--- config.mk ---
export PLATFORM = sky130hd
export DESIGN_NAME = decoder_rr_scheduler
export DESIGN_NICKNAME = d
export VERILOG_FILES = /design/src/rtl/decoder_rr_scheduler.sv
export SDC_FILE = /design/constraint.sdc
export NUM_CORES = 1
export LEC_CHECK = 0
export CAP_MARGIN = 20
export CORE_UTILIZATION = 50
export CTS_BUF_LIST = sky130_fd_sc_hd__clkbuf_16
export CTS_CLUSTER_DIAMETER = 30
export DETAILED_ROUTE_END_ITERATION = 10
export PLACE_DENSITY = 0.76
export SETUP_SLACK_MARGIN = 0.05
export SLEW_MARGIN = 15
export SYNTH_ARGS = -nofsm -noshare
export SYNTH_HDL_FRONTEND = slang
export SYNTH_SLANG_ARGS = --single-unit
--- constraint.sdc ---
create_clock -name clk -period 3.5 [get_ports clk]
set_clock_uncertainty 0.15 [all_clocks]
set_input_delay 0.35 -clock clk [delete_from_list [all_inputs] [get_ports clk]]
set_output_delay 0.35 -clock clk [all_outputs]
set_load 0.005 [all_outputs]
--- src/rtl/decoder_rr_scheduler.sv ---
// rtl/decoder_rr_scheduler.sv - round-robin burst scheduler driving a shared select/enable decoder
// Grants are bounded to MAX_HOLD cycles and separated by GAP_CYCLES cycles of en low.
module decoder_rr_scheduler #(
    parameter int SEL_W      = 3,
    parameter int MAX_HOLD   = 4,
    parameter int GAP_CYCLES = 1
) (
    input  logic                  clk,
    input  logic                  rst,
    input  logic                  arb_en,
    input  logic [2**SEL_W-1:0]   req,
    output logic [SEL_W-1:0]      sel,
    output logic                  en,
    output logic [2**SEL_W-1:0]   grant,
    output logic                  busy
);
    localparam int N      = 2**SEL_W;
    localparam int HOLD_W = $clog2(MAX_HOLD + 1);
    localparam int GAP_W  = $clog2(GAP_CYCLES + 1);
    localparam logic [HOLD_W-1:0] HOLD_MAX = HOLD_W'(MAX_HOLD);
    localparam logic [GAP_W-1:0]  GAP_MAX  = GAP_W'(GAP_CYCLES);

    typedef enum logic [1:0] {
        IDLE  = 2'd0,
        GRANT = 2'd1,
        GAP   = 2'd2
    } state_t;

    state_t             state;
    logic [SEL_W-1:0]   last;
    logic [HOLD_W-1:0]  hold_cnt;
    logic [GAP_W-1:0]   gap_cnt;
    logic [SEL_W-1:0]   winner;
    logic [SEL_W-1:0]   scan;
    logic               win_valid;
    logic [N-1:0]       win_onehot;

    // Scan from farthest (last itself) to nearest (last+1) so the nearest set request
    // overwrites; last only survives when it is the sole requester.
    always_comb begin
        winner = last;
        scan   = last;
        for (int k = N; k >= 1; k--) begin
            scan = last + SEL_W'(k);
            if (req[scan]) begin
                winner = scan;
            end
        end
    end

    assign win_valid  = arb_en && (|req);
    assign win_onehot = {{(N-1){1'b0}}, 1'b1} << winner;

    always_ff @(posedge clk or posedge rst) begin
        if (rst) begin
            state    <= IDLE;
            sel      <= '0;
            en       <= 1'b0;
            grant    <= '0;
            busy     <= 1'b0;
            last     <= SEL_W'(N - 1);
            hold_cnt <= '0;
            gap_cnt  <= '0;
        end else begin
            case (state)
                IDLE: begin
                    if (win_valid) begin
                        state    <= GRANT;
                        sel      <= winner;
                        en       <= 1'b1;
                        grant    <= win_onehot;
                        busy     <= 1'b1;
                        hold_cnt <= HOLD_W'(1);
                    end
                end
                GRANT: begin
                    if (!arb_en || !req[sel] || hold_cnt == HOLD_MAX) begin
                        state   <= GAP;
                        en      <= 1'b0;
                        grant   <= '0;
                        last    <= sel;
                        gap_cnt <= GAP_W'(1);
                    end else begin
                        hold_cnt <= hold_cnt + 1'b1;
                    end
                end
                GAP: begin
                    // The last gap edge arbitrates directly so a waiting requester loses no idle cycle.
                    if (gap_cnt == GAP_MAX) begin
                        if (win_valid) begin
                            state    <= GRANT;
                            sel      <= winner;
                            en       <= 1'b1;
                            grant    <= win_onehot;
                            hold_cnt <= HOLD_W'(1);
                        end else begin
                            state <= IDLE;
                            busy  <= 1'b0;
                        end
                    end else begin
                        gap_cnt <= gap_cnt + 1'b1;
                    end
                end
                default: begin
                    state <= IDLE;
                    en    <= 1'b0;
                    grant <= '0;
                    busy  <= 1'b0;
                end
            endcase
        end
    end
endmodule

==> impl_summary.txt <==
----------------------------------------------------
[Timing]
  Setup repair after global routing missed its margin ... no
  Final TNS setup ... 0 ns
  Setup violations, final ... 0
  Hold Fails Final Rpt ... 0
  WHS ... approximately 0.34 ns
  Total count of max-transition violations in the final report ... 0
  Transition time of the tightest slew-check pin ... roughly 0.82 ns
  Fin crit period ... around 3.1 ns
  Fin worst setup slack ... approximately 0.36 ns
  Headroom to the max-slew limit ... 45.0%
  Highest clock frequency the design can meet ... about 0.32 GHz
  Final period utilization ... between 80 and 90%

[Final layout]
  Number of inserted diodes ... 0
  Final net count ... 240
  Ratio of cells with drive above 1 in the final layout ... 19.6%
  Area of all sequential standard cells ... between 500 and 600 um^2
  Non-Filler Cell Area, Final ... roughly 2300 um^2
  Signed area change from the synthesized netlist to the final layout ... 22.4%
  Total area of multi-input combinational cells ... between 1000 and 1500 um^2
  Final core occ ... about 64%
  Number of filler cells placed in the layout ... 284
  Post-layout instance count excluding filler cells ... between 200 and 300

[Placement]
  Worst setup timing slack at the placement stage ... 0.223 ns
  Count of port buffers added during placement ... 23
  GP Congestion ... just under 0.9
  Cell Area, Placed ... between 2000 and 2500 um^2
  Number of placed cells counting well taps ... between 200 and 300
  Final HPWL from detailed placement ... approximately 3400 um

[Clock tree]
  Clock sink total ... 22
  Deepest clock path buffer count ... 2
  TritonCTS clock tree ... built
  H-tree Lvls ... 1
  Total CTS buffers ... 3
  Number of buffers added for setup after CTS ... 0
  Number of hold buffers added after CTS ... 0
  Resize count post-CTS ... 0
  Worst-path clk slew ... roughly 0.060 ns
  Clock latency of the later-clocked register in the worst-skew pair ... around 0.26 ns
  Library cell used as clock root buffer ... clkbuf_16

[Power]
  Reported leakage power ... ~0.94 nW
  Total chip power ... about 2.5 mW
  Maximum resistive drop on vdd ... approximately 680 uV
  P per Cell Area ... between 1000 and 1500 nW/um^2

[Routing]
  Average wire per cell in the routed design ... around 17 um
  Antenna-violating nets left ... 0
  Via density per instance ... between 6 and 7
  Via Count ... 1657
  Starting DRT DRC Count ... between 80 and 90
  DRC violations left ... 0
  1st-pass router iterations ... 4
  Routed WL ... around 4700 um

[Floorplan]
  DIE AREA ... between 4000 and 5000 um^2
  Number of rows in the core area ... 22
  Die Y ... approximately 64 um
  Initial cell density of the core ... between 50% and 60%
  Die outline width ... 63.8 um
  Io pins ... 24
  Standard cell core area ... roughly 3700 um^2

[Yosys]
  Number of nets produced by synthesis ... around 210
  Cell with the most instances after synthesis ... nand2_1
  Netlist Area Pre-Place ... between 1500 and 2000 um^2
  Fraction of synthesized cell area in xor and xnor cells ... 1.84%
  Main combinational cell family by area after synthesis ... multiplexers
  Most used standard cells in the synthesized netlist ... nand2_1 (22), dfrtp_1 (19)
  Warnings from Yosys ... 0
  Post-Syn Area per Cell ... slightly below 10 um^2
  Biggest area consumer among synthesized cells ... dfrtp_1
  Simple logic cell fraction of the synthesized area ... 16.9%
  Share of flip-flops with an asynchronous set or reset after synthesis ... 100%
  Share of synthesized area occupied by flip-flops and latches ... 29.1%
  Synth Area in Compound Gates ... roughly a fifth
  Number of synthesized flops with an enable pin ... 0
  Count of mapped cells out of synthesis ... about 200
  Post-synth top flop ... dfrtp_1
  Arithmetic-cell share of the synthesized area counting full adders, half adders and majority gates ... under 10%
  Total of flip-flops plus latches after synthesis ... 22
  Portion of synthesized cell area occupied by the leading cell type ... approximately 25%
  Fraction of synthesized area in multiplexers ... 25.9%
  Dominant cells by area after synthesis ... dfrtp_1 (25%), mux4_2 (11%), mux2_2 (5.9%)
  Count of cell types in the netlist ... 50

[Setup path]
  CP Data Arrival Time ... roughly 3.2 ns
  Launching element type of the critical path ... flip-flop
  Type of destination of the critical path ... flip-flop
  Kind of critical path ... flip-flop to flip-flop
  Critical path peak fanout ... 7
  Worst EP required ... roughly 3.6 ns

[Hold path]
  Class of the most critical hold timing path ... flip-flop to flip-flop

[Global routing]
  Overall Global Routing Usage ... around a quarter
  Global-route wire length before repair ... around 7700 um
  Vias in the first global route ... 1599
  Maximum number of pins on one net before global-route repair ... 23
  Number of antenna violations at the first check in global routing ... 0
  Overflow left after global routing ... 0

[Job]
  Max-cap viol count ... 0

[Run status]
  Outcome ... complete, no violations

----------------------------------------------------
==> cell families after synthesis <==
logic type,after synthesis
AO/OA/AOI/OAI,50
XOR/XNOR,4
adder cells (fa/ha/maj),4
buffers and inverters,21
flip-flops,22
multiplexers,32
AND/OR/NAND/NOR,64
==> power breakdown <==
part,internal [mW],leakage [nW],switching [mW]
Sequential,0.352,0.269,0.0950
Combinational,0.794,0.616,0.908
Clock,0.227,0.0511,0.0914
Total,1.37,0.936,1.09
==> cells in the final DEF (no fill, tap or decap), types with 8 or more instances in the layout <==
cell type	synthesis	layout
clkdlybuf4s50_1	0	23
nand2_1	22	22
dfrtp_1	19	19
mux2_2	10	10
nor2_1	10	10
inv_1	10	10
mux2i_1	10	10
buf_4	0	10
mux4_2	9	9
o21ai_0	9	9
nor3_1	8	8
==> final timing paths <==
kind	start	to	slack, ns	cells past startpoint
max	last[1]$_DFFE_PP1P_	grant[0]$_DFFE_PP0P_	0.36	9
min	grant[7]$_DFFE_PP0P_	grant[7]$_DFFE_PP0P_	0.34	2
max reg2reg	last[1]$_DFFE_PP1P_	grant[0]$_DFFE_PP0P_	0.36	9
min reg2reg	grant[7]$_DFFE_PP0P_	grant[7]$_DFFE_PP0P_	0.34	2
max in group asynchronous	rst	sel[2]$_DFFE_PP0P_	2.28	2
min in group asynchronous	rst	hold_cnt[1]$_DFFE_PP0P_	0.41	2
==> registers in the layout, summed over array words and instances (netlist names) <==
signal	count
grant	8
hold_cnt	3
last	3
sel	3
state	2
busy	1
en	1
gap_cnt	1
==> layout make-up <==
class | instances | share of cell area, %
timing repair buffer | 33 | 13.1
clock buffer | 3 | 3.22
multi-input combinational | 154 | 54.3
clock inverter | 1 | 1.29
sequential | 22 | 23.8
inverter | 11 | 1.77
tap | 48 | 2.57
==> worst max-delay path, stage by stage (launching register included) <==
cell and delay, ns:
dfstp_2 0.53, clkinv_1 0.07, ha_1 0.45, mux4_2 0.45
mux2i_1 0.35, o21ai_1 0.18, nor4_1 0.31, a311oi_2 0.12
nor3_1 0.30, a22o_1 0.18
==> routing by layer <==
layer	GRT usage (%)	share of wire, %	routed length [um]	vias up
met5	0	0	0	-
met4	5.40	1.4	65	0
met3	3.93	6.1	287	9
met2	38.8	49	2300	63
met1	34.0	43	2030	781
li1	-	-	-	804
Note: power is estimated with default switching activity, not from simulation.
